--- src/rtl/dmem_arbiter.sv ---
// Two-port arbiter in front of a single-port data memory: round-robin grant with
// bounded lock ownership, plus a fixed-latency tag pipeline for in-order responses.
module dmem_arbiter #(
    parameter int XLEN     = 32,
    parameter int MEM_LAT  = 1,
    parameter int MAX_HOLD = 4
) (
    input  logic            clk_i,
    input  logic            rst_i,
    input  logic            m0_valid_i,
    output logic            m0_ready_o,
    input  logic [XLEN-1:0] m0_addr_i,
    input  logic            m0_we_i,
    input  logic [XLEN-1:0] m0_wdata_i,
    input  logic [3:0]      m0_wmask_i,
    input  logic            m0_lock_i,
    output logic            m0_rsp_valid_o,
    output logic [XLEN-1:0] m0_rdata_o,
    input  logic            m1_valid_i,
    output logic            m1_ready_o,
    input  logic [XLEN-1:0] m1_addr_i,
    input  logic            m1_we_i,
    input  logic [XLEN-1:0] m1_wdata_i,
    input  logic [3:0]      m1_wmask_i,
    input  logic            m1_lock_i,
    output logic            m1_rsp_valid_o,
    output logic [XLEN-1:0] m1_rdata_o,
    output logic            mem_en_o,
    output logic            mem_we_o,
    output logic [XLEN-1:0] mem_addr_o,
    output logic [XLEN-1:0] mem_wdata_o,
    output logic [3:0]      mem_wmask_o,
    input  logic [XLEN-1:0] mem_rdata_i
);

    localparam int HW = $clog2(MAX_HOLD + 1);
    localparam logic [HW-1:0] HOLD_MAX = HW'(MAX_HOLD);
    localparam logic [HW-1:0] HOLD_ONE = HW'(1);

    typedef enum logic [1:0] {ARB, OWN0, OWN1} state_t;

    state_t              r_state, w_state_n;
    logic                r_last, w_last_n;
    logic [HW-1:0]       r_hold, w_hold_n, w_hold_inc;
    logic                w_gnt0, w_gnt1, w_acc, w_lock, w_other_v, w_rsp_vld;
    logic [MEM_LAT-1:0]  r_tag_vld, r_tag_id, r_tag_we;

    // Grants are masked while reset is held so every output reads 0 during reset.
    always_comb begin
        w_gnt0 = 1'b0;
        w_gnt1 = 1'b0;
        if (!rst_i) begin
            case (r_state)
                OWN0:    w_gnt0 = m0_valid_i;
                OWN1:    w_gnt1 = m1_valid_i;
                default: begin
                    w_gnt0 = m0_valid_i & (~m1_valid_i | r_last);
                    w_gnt1 = m1_valid_i & (~m0_valid_i | ~r_last);
                end
            endcase
        end
    end

    assign w_acc      = w_gnt0 | w_gnt1;
    assign w_lock     = w_gnt1 ? m1_lock_i  : m0_lock_i;
    assign w_other_v  = w_gnt1 ? m0_valid_i : m1_valid_i;
    assign w_hold_inc = (r_state == ARB)    ? HOLD_ONE :
                        (r_hold == HOLD_MAX) ? HOLD_MAX : r_hold + HOLD_ONE;

    // The beat that brings the locked run to MAX_HOLD releases ownership if the
    // other port is waiting, so the waiter never sees more than MAX_HOLD beats go by.
    always_comb begin
        w_state_n = r_state;
        w_last_n  = r_last;
        w_hold_n  = r_hold;
        if (w_acc) begin
            w_last_n = w_gnt1;
            if (!w_lock || (w_other_v && (w_hold_inc == HOLD_MAX))) begin
                w_state_n = ARB;
                w_hold_n  = '0;
            end else begin
                w_state_n = w_gnt1 ? OWN1 : OWN0;
                w_hold_n  = w_hold_inc;
            end
        end
    end

    always_ff @(posedge clk_i or posedge rst_i) begin
        if (rst_i) begin
            r_state <= ARB;
            r_last  <= 1'b1;
            r_hold  <= '0;
        end else begin
            r_state <= w_state_n;
            r_last  <= w_last_n;
            r_hold  <= w_hold_n;
        end
    end

    always_ff @(posedge clk_i or posedge rst_i) begin
        if (rst_i) begin
            r_tag_vld <= '0;
            r_tag_id  <= '0;
            r_tag_we  <= '0;
        end else begin
            r_tag_vld[0] <= w_acc;
            r_tag_id[0]  <= w_gnt1;
            r_tag_we[0]  <= w_acc & (w_gnt1 ? m1_we_i : m0_we_i);
            for (int i = 1; i < MEM_LAT; i++) begin
                r_tag_vld[i] <= r_tag_vld[i-1];
                r_tag_id[i]  <= r_tag_id[i-1];
                r_tag_we[i]  <= r_tag_we[i-1];
            end
        end
    end

    always_comb begin
        mem_en_o    = w_acc;
        mem_we_o    = 1'b0;
        mem_addr_o  = '0;
        mem_wdata_o = '0;
        mem_wmask_o = '0;
        if (w_gnt0) begin
            mem_we_o    = m0_we_i;
            mem_addr_o  = m0_addr_i;
            mem_wdata_o = m0_wdata_i;
            mem_wmask_o = m0_wmask_i;
        end else if (w_gnt1) begin
            mem_we_o    = m1_we_i;
            mem_addr_o  = m1_addr_i;
            mem_wdata_o = m1_wdata_i;
            mem_wmask_o = m1_wmask_i;
        end
    end

    assign m0_ready_o     = w_gnt0;
    assign m1_ready_o     = w_gnt1;
    assign w_rsp_vld      = r_tag_vld[MEM_LAT-1];
    assign m0_rsp_valid_o = w_rsp_vld & ~r_tag_id[MEM_LAT-1];
    assign m1_rsp_valid_o = w_rsp_vld &  r_tag_id[MEM_LAT-1];
    assign m0_rdata_o     = (m0_rsp_valid_o && !r_tag_we[MEM_LAT-1]) ? mem_rdata_i : '0;
    assign m1_rdata_o     = (m1_rsp_valid_o && !r_tag_we[MEM_LAT-1]) ? mem_rdata_i : '0;

endmodule

--- config.mk ---
export PLATFORM = sky130hd
export DESIGN_NAME = dmem_arbiter
export DESIGN_NICKNAME = d
export VERILOG_FILES = /design/src/rtl/dmem_arbiter.sv
export SDC_FILE = /design/constraint.sdc
export NUM_CORES = 1
export LEC_CHECK = 0
export ABC_AREA = 1
export CORE_AREA = 5 5 119 121
export DETAILED_ROUTE_END_ITERATION = 10
export DIE_AREA = 0 0 124 126
export PLACE_DENSITY = 0.7
export SYNTH_ARGS = -nofsm -noshare
export SYNTH_HDL_FRONTEND = slang
export SYNTH_SLANG_ARGS = --single-unit
export TNS_END_PERCENT = 100
--- constraint.sdc ---
create_clock -name clk_i -period 2.5 [get_ports clk_i]
set_input_delay 0.5 -clock clk_i [delete_from_list [all_inputs] [get_ports clk_i]]
set_output_delay 0.5 -clock clk_i [all_outputs]
set_load 0.05 [all_outputs]
; Yosys cells after proc, flatten, opt, wreduce, memory -nomap -nowiden
; Index checks and enable logic that the tools add are counted.
[totals]
regBits = 9
inputBits = 176
elab_cells = 52
output_inout_bits = 138
[op_classes]
addsub = 1
n_reduce_logical = 7
eq_ne = 4
bitwise_logic = 12
mux = 22
[op_table]
columns = op, n
row1 = $mux W32, 6
row2 = $mux W3, 3
row3 = $mux W4, 2
row4 = $mux W1, 7
row5 = $eq A3 B3 Y1 const B, 2
row6 = $and A1 B1 Y1, 5
row7 = $mux W2, 2
row8 = $not A1 Y1, 4
row9 = $pmux W1 S2, 2
row10 = $add A3 B1 Y3 const B, 1
row11 = $logic_and A1 B1 Y1, 3
row12 = $or A1 B1 Y1, 3
row13 = $eq A2 B1 Y1 const B, 1
row14 = $eq A2 B2 Y1 const B, 1
row15 = $logic_not A1 Y1, 2
row16 = $logic_not A2 Y1, 1
row17 = $logic_or A1 B1 Y1, 1

; Depth between registers and ports, before layout
; Gate-level depths: netlist (run 1).
[logic_depth]
depth_word = 9
mapped_depth = 10
depth_no_buf = 10

; Worst setup path after synthesis (run 1)
; No wires, ideal clock.
[synth_path]
path_type = register to output
start = register r_tag_id
end = output port m0_rdata_o[10]
path_stages_with_launch = 5
required_ns = 2.000
n_path_buf = 1
slack_ns = -0.206
t_arrival_ns = 2.206
path_cell_list = dfrtp_1 > nor2_1 > nand2_1 > clkbuf_1 > nor2_1
[synth_between]
elab_chain_len = 4
[synth_lines]
columns = item, line
row1 = from (decl), 46  ; logic [MEM_LAT-1:0] r_tag_vld, r_tag_id, r_tag_we;
row2 = "from (signal, indexed assignment)", 111  ; r_tag_id[i] <= r_tag_id[i-1];
row3 = $not A1 Y1, 139  ; assign m0_rsp_valid_o = w_rsp_vld & ~r_tag_id[MEM_LAT-1];
row4 = $and A1 B1 Y1, 139
row5 = named net m0_rsp_valid_o, 17  ; output logic m0_rsp_valid_o,
row6 = $logic_and A1 B1 Y1, 141  ; assign m0_rdata_o = (m0_rsp_valid_o && !r_tag_we[MEM_LAT-1]) ? mem_rdata_i : '0;
row7 = $mux W32, 141
row8 = to (decl), 18  ; output logic [XLEN-1:0] m0_rdata_o,
; The timed path passes the listed nets, and every way through them passes these cells.

; Final worst setup path (run 1)
[layout_path]
start = register r_state[0]
end = output port mem_addr_o[12]
[layout_between]
elab_chain_len = 5
elab_cells_between_ends = 8
classes_between = eq/ne: 2 / mux: 6
[layout_lines]
columns = item, line
row1 = from (decl), 42  ; state_t r_state, w_state_n;
row2 = from (signal assigned), 94  ; r_state <= w_state_n;
row3 = $eq A2 B2 Y1 or $eq A2 B1 Y1 (tied branches), 53  ; case (r_state)
row4 = $pmux W1 S2, 53
row5 = $mux W1, 52  ; if (!rst_i) begin
row6 = $mux W32, 128  ; end else if (w_gnt1) begin
row7 = $mux W32 *, 123  ; if (w_gnt0) begin
row8 = to (decl), 30  ; output logic [XLEN-1:0] mem_addr_o,
; Every way passes the cells marked *; elsewhere a longest branch is shown, timed or not.

==> results.yml, run 1 <==
global_route:
  grt_pass1_wl_um: 20310
  antenna_found_initial: 0
  grt_start_max_net_pins: 40
  grt_usage: 0.1643
  overflow: 0
  grt_pass1_vias: 3707
sta:
  finalHoldViolations: 0
  finClkSkew_ns: 0.005682
  rsz0062_at_grt: "yes"
  tightest_slew_ns: 0.6453
  period_share: 0.9757
  tns_ns: 0
  fmax_mhz: 409.9
  setup_viol: 0
  period_needed_ns: 2.439
  relSlewSlack: 0.5688
  report.final.slew_viol_count: 0
floorplanning:
  rows: 42
  core_area_um2: 12980
  die_y_um: 126
  initial_core_util: 0.1562
  die_w_um: 124
  pin_count: 314
  dieArea_um2: 15620
yosys:
  synth_nets: 597
  ys_async_sr_fraction: 1.000
  netlist_top_cells_count: "nand2_1 (161), nand3_1 (77), nor2_1 (72), inv_1 (45)"
  synth_area_um2: 2027
  postSynthCellCount: 416
  synth_top_cell_by_area: "nand2_1"
  synth.area.top_cells: "nand2_1 (30%), nand3_1 (19%), nor2_1 (13%), dfrtp_1 (9.9%), inv_1 (8.3%)"
  yosysWarningCount: 0
  synth.top_cell.area_share: 0.2981
  yosys.cell_types.count: 21
  ys_ff_latch: 9
  syn_avg_cell_area_um2: 4.872
  ys_seq_area_frac: 0.1117
  synth_edf_count: 0
  synth_ff_type: "dfrtp_1"
  yosysMostFrequentCell: "nand2_1"
drt:
  wirelength_um: 14810
  avgViaCountPerCell: 4.183
  drtAntennaViolNets: 0
  first_pass_iters: 4
  first_iter_violations: 137
  drc: 0
  vias: 3798
  wl_per_cell_um: 16.31
worst_setup_path:
  critPathTopFamily: "buffers and inverters"
  cp.arrival_ns: 1.94
  crit_path_max_incr_delay_ns: 0.39
  path_max_fanout: 23
  critPathLaunchType: "flop"
  critPathRequiredTime_ns: 2.00
  end_kind: "output pin"
  slowest_stage: "dfrtp_1"
  path_cells: "inv_2 -> ha_4 -> inv_2 -> nor2_1 -> nor2_2 -> nand2_4 -> buf_4 -> buf_12 -> nand3_1 -> nand2_2 -> buf_12"
  crit_buf_inv: 5
  critical_path_class: "flop to output pin"
final_layout:
  nets: 914
  diodes: 0
  nFillCells: 1115
  fin_util: 0.5530
  layout-drive-gt1-share: 0.3115
  synthToLayoutAreaGrowth_pct: 254.1
  instances_no_fill: 908
min_path:
  min-delay-path-class: "primary input to asynchronous set/reset pin"
pwr:
  p_leak_nw: 3.291
  ir_drop_mv: 0.4316
  p_per_area_nw_per_um2: 883.2
place:
  globalplace.congestion: 0.8213
  dp_hpwl_um: 12030
  port_buffers: 313
  placed_cells: 894
cts:
  cts_buffers: 3
  htree_levels: 1
  cts_hold_buf: 0
  cts_tree: "yes"
  cts-root-buf: "clkbuf_16"
  clk_latency_ns: 0.23
  cts.clk_slew.worst_paths_ns: 0.04
  clock_path_buffers: 2
  cts_sinks: 9
status:
  status: "completed"
job:
  drv_cap: 0
## stage by stage
stage	hold slack, ns	cell area, um^2	setup WS [ns]	total power [mW]
after floorplan	0.2825	2029	0.02104	2.927
after CTS	0.4458	6957	-0.02175	6.212
after detailed placement	0.5052	6746	-0.08688	5.750
after global routing	0.4600	7178	-0.04394	6.620
after global placement	0.5032	6746	-0.06048	5.700
final	0.4426	7178	0.06067	6.340
## tightest hold or removal path, cell delays in order
cell and delay, ns:
dlygate4sd2_1 0.28, inv_2 0.07, buf_4 0.18
## cell usage in the layout (no fill, tap or decap), drive strengths merged
cell type and instances:
buf 159, o21ai 5, nand2 162, inv 48
nor2 75, dfrtp 8, dlymetal6s2s 1, nand3 78
nand4 1, clkbuf 8, dfstp 1, clkinv 1
ha 5, dlygate4sd2 2, clkdlybuf4s50 174, a21oi 3
nand3b 1
## metal layers
metal	share of wire	GRT usage	vias up
li1	-	-	1898
met1	0.34	0.1706	1683
met2	0.53	0.3213	209
met3	0.12	0.05964	8
met4	0.0069	0.01418	0
met5	0	0	-
## kinds of logic (layout without fill, tap and decap cells)
logic type,Yosys count,after routing,synth area share
flip-flops,9,9,0.1117
AND/OR/NAND/NOR,317,317,0.6482
AO/OA/AOI/OAI,8,8,0.01975
adder cells (fa/ha/maj),5,5,0.03086
buffers and inverters,77,393,0.1895
## registers in the layout, summed over array words and instances (netlist names)
| signal | count |
|---|---|
| r_state | 2 |
| r_tag_we | 1 |
| r_tag_vld | 1 |
| r_tag_id | 1 |
| r_hold | 3 |
| r_last | 1 |
## final cells by class
class | instances | area (um^2) | area share
Timing Repair Buffer | 340 | 4873 | 0.6789
Tap cell | 176 | 220.2 | 0.03068
Inverter | 49 | 196.4 | 0.02737
Clock buffer | 4 | 78.83 | 0.01098
Sequential cell | 9 | 226.5 | 0.03155
Multi-Input combinational cell | 330 | 1583 | 0.2205
## final timing paths
kind / from / end / slack (ns) / cells after the start
min in group clk_i: r_last / r_last / 0.52 / 2
worst min-delay path: rst_i / r_state[0] / 0.44 / 3
worst max-delay path: r_state[0] / mem_addr_o[12] / 0.06 / 11
max in group asynchronous: rst_i / r_last / 1.84 / 3
worst min register to register: r_last / r_last / 0.52 / 2
worst max register to register: r_state[0] / r_state[0] / 0.71 / 11
## power breakdown
group          internal, mW  switching (mW)
sequential            0.204          0.0355
clock                 0.213          0.0697
combinational          2.60            3.22
total                  3.01            3.33
## repair_timing
action / 4_1_cts / 5_1_grt
buffers inserted: 3 / 1
setup endpoints to repair: 70 / 71
pin swaps: 2 / 3
cloned: 2 / 5
gates resized for setup: 18 / 47
endpoints found under the hold margin: 0 / 0
Power figures use the tool's default switching activity.
==> inputs of run 2 (changes only) <==
--- a/config.mk
+++ b/config.mk
@@ -6,10 +6,10 @@
 export NUM_CORES = 1
 export LEC_CHECK = 0
 export ABC_AREA = 1
-export CORE_AREA = 5 5 119 121
+export CORE_AREA = 5 5 117 119
 export DETAILED_ROUTE_END_ITERATION = 10
-export DIE_AREA = 0 0 124 126
-export PLACE_DENSITY = 0.7
+export DIE_AREA = 0 0 122 124
+export PLACE_DENSITY = 0.71
 export SYNTH_ARGS = -nofsm -noshare
 export SYNTH_HDL_FRONTEND = slang
 export SYNTH_SLANG_ARGS = --single-unit
==> constraint.sdc (replaced) <==
create_clock -name clk_i -period 3 [get_ports clk_i]
set_input_delay 0.6 -clock clk_i [delete_from_list [all_inputs] [get_ports clk_i]]
set_output_delay 0.6 -clock clk_i [all_outputs]
set_load 0.05 [all_outputs]
==> run 2 against run 1 <==
Compared with the run above:
- non-clock buffer count shrank 16
- die area down 3.2%
- clock skew down 0.0045 ns
- setup slack improved by 0.14 ns
- power down 28%
- combinational power fell by 29%
- clock power down 16%
- critical path type is now primary input to output pin
- largest power group unchanged
==> results.yml, run 2 (same netlist as run 1, synthesis figures left out) <==
global_route:
  antenna_found_initial: 0
  grt_usage: 0.1469
  grt_pass1_vias: 3464
  overflow: 0
  grt_pass1_wl_um: 17620
  grt_start_max_net_pins: 73
sta:
  finClkSkew_ns: 0.001160
  finalHoldViolations: 0
  tns_ns: 0
  period_needed_ns: 2.803
  report.final.slew_viol_count: 0
  period_share: 0.9344
  relSlewSlack: 0.4303
  fmax_mhz: 356.7
  setup_viol: 0
  tightest_slew_ns: 0.8526
  rsz0062_at_grt: "no"
drt:
  vias: 3655
  first_iter_violations: 204
  first_pass_iters: 4
  avgViaCountPerCell: 4.116
  drc: 0
  wl_per_cell_um: 14.45
  wirelength_um: 12830
  drtAntennaViolNets: 0
min_path:
  min-delay-path-class: "flop to flop"
  min_from: "r_hold[0]"
  min_to: "r_hold[0]"
  hold_depth: 2
final_layout:
  final_common_cell: "clkdlybuf4s50_1"
  nets: 898
  synthToLayoutAreaGrowth_pct: 195.2
  instances_no_fill: 888
  largest_reg_flops: 3
  layout_common_cells: "clkdlybuf4s50_1 (177), nand2_1 (161), buf_12 (79), nand3_1 (77), nor2_1 (72)"
  max_flop_register: "r_hold"
  fin_area_um2: 5984
  reg.largest.list: "r_hold x3, r_state x2"
  diodes: 0
  layout-drive-gt1-share: 0.2235
  nFillCells: 1221
status:
  status: "completed"
pwr:
  p_per_area_nw_per_um2: 766.6
  total_power_mw: 4.588
  ir_drop_mv: 0.3390
  p_leak_nw: 2.986
worst_setup_path:
  path_max_fanout: 42
  critPathLaunchType: "primary input"
  worst_r2r_startpoint: "r_state[0]"
  crit_buf_inv: 5
  critPathRequiredTime_ns: 2.40
  crit_path_max_incr_delay_ns: 0.54
  regToRegSetupSlack_ns: 1.18
  cp.arrival_ns: 2.20
  critPathTopFamily: "buffers and inverters"
  path_cells: "clkdlybuf4s50_1 -> inv_2 -> nor2_4 -> nand3_2 -> inv_2 -> buf_12 -> nand3_1 -> nand2_1 -> buf_12"
  critical_path_class: "primary input to output pin"
  slowest_stage: "clkdlybuf4s50_1"
  worstRegToRegCells: 12
  end_kind: "output pin"
  r2r-end: "r_state[1]"
floorplanning:
  pin_count: 314
  die_w_um: 122
  rows: 41
  core_area_um2: 12470
  die_y_um: 124
  dieArea_um2: 15130
  initial_core_util: 0.1626
cts:
  clock_path_buffers: 2
  cts_tree: "yes"
  clk_latency_ns: 0.23
  cts_resized: 0
  cts-root-buf: "clkbuf_16"
  cts_sinks: 9
  cts_setup_buffers: 0
  cts_buffers: 3
  htree_levels: 1
  cts.clk_slew.worst_paths_ns: 0.04
  cts_hold_buf: 0
place:
  dp_hpwl_um: 11120
  placed_cells: 884
  port_buffers: 313
  placed_cell_area_um2: 5906
  globalplace.congestion: 0.8331
job:
  drv_cap: 0
run 2: worst max-delay path by stage:
stage | startpoint | slack (ns) | to | depth (start not counted)
finish | m1_valid_i | 0.20 | mem_addr_o[31] | 9
global route | m1_valid_i | 0.09 | mem_addr_o[31] | 9
floorplan | r_tag_id | 0.19 | m0_rdata_o[10] | 4
global placement | rst_i | 0.18 | mem_wmask_o[0] | 9
detailed placement | m1_valid_i | 0.17 | mem_addr_o[31] | 9
CTS | m1_valid_i | 0.16 | mem_addr_o[31] | 9
run 2: per-layer routing:
metal / up-vias / global-route usage / wire length, um
met2: 210 / 0.2939 / 6915
met4: 0 / 0.02171 / 117
met3: 8 / 0.06131 / 1605
met1: 1570 / 0.1424 / 4194
met5: - / 0 / 0
li1: 1867 / - / -
run 2: area by class of cell:
class	instances	area, um^2	share of cell area
flip-flops and latches	9	226.5	0.03784
inverters	49	183.9	0.03073
repair buffers	324	3864	0.6456
clock buffers	4	78.83	0.01317
multi-input cells	330	1416	0.2367
well taps	172	215.2	0.03596
run 2: worst min-delay path, stage by stage, from the launching register on:
cell     delay, ns
dfrtp_1       0.36
nand2_1       0.06
nand2_1       0.06
run 2: where the power goes:
part,internal (mW),switching (mW),total [mW]
clock network,0.178,0.0612,0.239
registers,0.170,0.0282,0.199
logic,1.69,2.46,4.15
run 2: metrics by stage:
stage | hold WS [ns] | setup WS [ns] | utilization
2_1_floorplan | 0.3825 | 0.1943 | -
3_3_place_gp | 0.4921 | 0.1805 | 0.4738
3_5_place_dp | 0.4993 | 0.1669 | 0.4738
4_1_cts | 0.5127 | 0.1575 | 0.4801
5_1_grt | 0.5206 | 0.09027 | 0.4801
6_report | 0.5147 | 0.1968 | 0.4801
==> inputs of run 3 (changes only) <==
--- a/config.mk
+++ b/config.mk
@@ -6,10 +6,13 @@
 export NUM_CORES = 1
 export LEC_CHECK = 0
 export ABC_AREA = 1
-export CORE_AREA = 5 5 117 119
+export CELL_PAD_IN_SITES_DETAIL_PLACEMENT = 0
+export CELL_PAD_IN_SITES_GLOBAL_PLACEMENT = 2
+export CORE_MARGIN = 5
+export CORE_UTILIZATION = 10
 export DETAILED_ROUTE_END_ITERATION = 10
-export DIE_AREA = 0 0 122 124
-export PLACE_DENSITY = 0.71
+export GPL_TIMING_DRIVEN = 0
+export PLACE_DENSITY = 0.95
 export SYNTH_ARGS = -nofsm -noshare
 export SYNTH_HDL_FRONTEND = slang
 export SYNTH_SLANG_ARGS = --single-unit
==> run 3 against run 2 <==
Compared with the run above:
- clock power is essentially flat
- sequential share of layout area up 0.35 points
- hold slack worse by 0.010 ns
- sequential power about the same
- final cell count increased by 13%
- critical path type unchanged
==> results.yml, run 3 (same netlist as run 1, synthesis figures left out) <==
final_layout:
  synthToLayoutAreaGrowth_pct: 170.3
  layout_common_cells: "clkdlybuf4s50_1 (217), nand2_1 (159), nand3_1 (77), nor2_1 (72), inv_1 (45)"
  final_common_cell: "clkdlybuf4s50_1"
  largest_reg_flops: 3
  nets: 917
  diodes: 0
  instances_no_fill: 1005
  layout-drive-gt1-share: 0.1510
  reg.largest.list: "r_hold x3, r_state x2"
  nFillCells: 2248
  fin_area_um2: 5479
  max_flop_register: "r_hold"
drt:
  first_pass_iters: 4
  vias: 3715
  first_iter_violations: 99
  wirelength_um: 14400
  avgViaCountPerCell: 3.697
  drtAntennaViolNets: 0
  drc: 0
  wl_per_cell_um: 14.33
min_path:
  min_from: "r_last"
  min-delay-path-class: "flop to flop"
  min_to: "r_last"
  hold_depth: 2
pwr:
  p_leak_nw: 3.054
  ir_drop_mv: 0.2547
  total_power_mw: 3.878
  p_per_area_nw_per_um2: 707.7
worst_setup_path:
  worstRegToRegCells: 9
  crit_start: "rst_i"
  critPathRequiredTime_ns: 2.40
  crit_buf_inv: 5
  crit_path_max_incr_delay_ns: 0.57
  critical_path_class: "primary input to output pin"
  path_max_fanout: 10
  cp.arrival_ns: 2.29
  critPathLaunchType: "primary input"
  path_cells: "clkdlybuf4s50_1 -> inv_4 -> nand2_1 -> nor2_2 -> nand2_4 -> buf_4 -> buf_2 -> nand3_1 -> nand2_1 -> buf_2"
  r2r-end: "r_hold[0]"
  slowest_stage: "clkdlybuf4s50_1"
  worst_r2r_startpoint: "r_state[0]"
  critPathTopFamily: "buffers and inverters"
  regToRegSetupSlack_ns: 1.20
  end_kind: "output pin"
cts:
  cts-root-buf: "clkbuf_16"
  cts.clk_slew.worst_paths_ns: 0.04
  cts_tree: "yes"
  cts_buffers: 3
  htree_levels: 1
  cts_sinks: 9
  clk_latency_ns: 0.24
  clock_path_buffers: 2
floorplanning:
  die_y_um: 152.4
  rows: 52
  dieArea_um2: 23220
  core_area_um2: 20100
  initial_core_util: 0.1008
  die_w_um: 152.4
  pin_count: 314
place:
  dp_hpwl_um: 12240
  placed_cells: 999
  placed_cell_area_um2: 5498
  preCtsSetupSlack_ns: -1.006
  globalplace.congestion: 0.8214
  port_buffers: 313
sta:
  setup_viol: 0
  period_needed_ns: 2.893
  relSlewSlack: 0.6473
  rsz0062_at_grt: "no"
  report.final.slew_viol_count: 0
  finalHoldViolations: 0
  period_share: 0.9643
  setup_slack_ns: 0.1070
  fin_hold_ws_ns: 0.5043
  fmax_mhz: 345.7
  tightest_slew_ns: 0.5274
  finClkSkew_ns: 0.001098
job:
  drv_cap: 0
global_route:
  grt_pass1_vias: 3714
  antenna_found_initial: 0
  grt_usage: 0.1133
  overflow: 0
  grt_pass1_wl_um: 21000
  grt_start_max_net_pins: 12
status:
  status: "completed"
==> run 3: cell count changes in the layout (fill, tap and decap cells not counted), sizes merged <==
cell           previous run  this run
dlymetal6s2s              0        23
buf                     147        66
clkdlybuf4s15             0         3
dlygate4sd2               0         1
clkbuf                    4        37
clkdlybuf4s50           177       217
==> run 3: worst max path at each step <==
stage / to / depth (start not counted)
after floorplan: m0_rdata_o[10] / 4
after global placement: mem_wdata_o[18] / 10
after detailed placement: mem_wdata_o[18] / 10
after CTS: mem_addr_o[26] / 10
after global routing: mem_wdata_o[20] / 10
final: mem_addr_o[0] / 10
==> run 3: worst reg2reg max path, stage by stage, from the launching register on <==
cell and delay [ns]:
dfrtp_1 0.37, inv_1 0.07, ha_1 0.30, inv_1 0.10, nand3_1 0.13, nand2_4 0.19, buf_2 0.30, a21oi_1 0.10
nand3_1 0.07, nand2_1 0.05
==> run 3: per-stage QoR <==
step                  util  setup TNS, ns
finish              0.2725              0
CTS                 0.2638              0
detailed placement  0.2735         -60.03
global placement    0.2735         -61.10
floorplan                -              0
global route        0.2725              0
==> run 3: final cells by class <==
cell class | count | area, um^2 | area share
Tap cell | 270 | 337.8 | 0.06166
Clock buffer | 4 | 78.83 | 0.01439
Sequential cell | 9 | 226.5 | 0.04133
Inverter | 49 | 193.9 | 0.03540
Multi-Input combinational cell | 330 | 1439 | 0.2626
Buffer | 28 | 219.0 | 0.03996
Timing Repair Buffer | 315 | 2984 | 0.5446
==> run 3: power breakdown <==
group	total (mW)	switching (mW)	internal, mW
Sequential	0.202	0.0309	0.171
Combinational	3.44	2.41	1.03
Clock	0.238	0.0599	0.178
Total	3.88	2.50	1.38
==> run 3: metal layers <==
| metal | share of wire | GRT usage |
|---|---|---|
| met5 | 0 | 0 |
| met4 | 0.016 | 0.02526 |
| met1 | 0.41 | 0.1277 |
| met2 | 0.49 | 0.2142 |
| met3 | 0.087 | 0.02812 |
==> run 3: timing repair <==
item	4_1_cts	5_1_grt
endpoints found under the setup margin	73	93
pin swaps	0	1
resized for setup	376	66
cloned	0	0
hold buffers	0	0
endpoints found under the hold margin	0	0
setup buffers	1	1
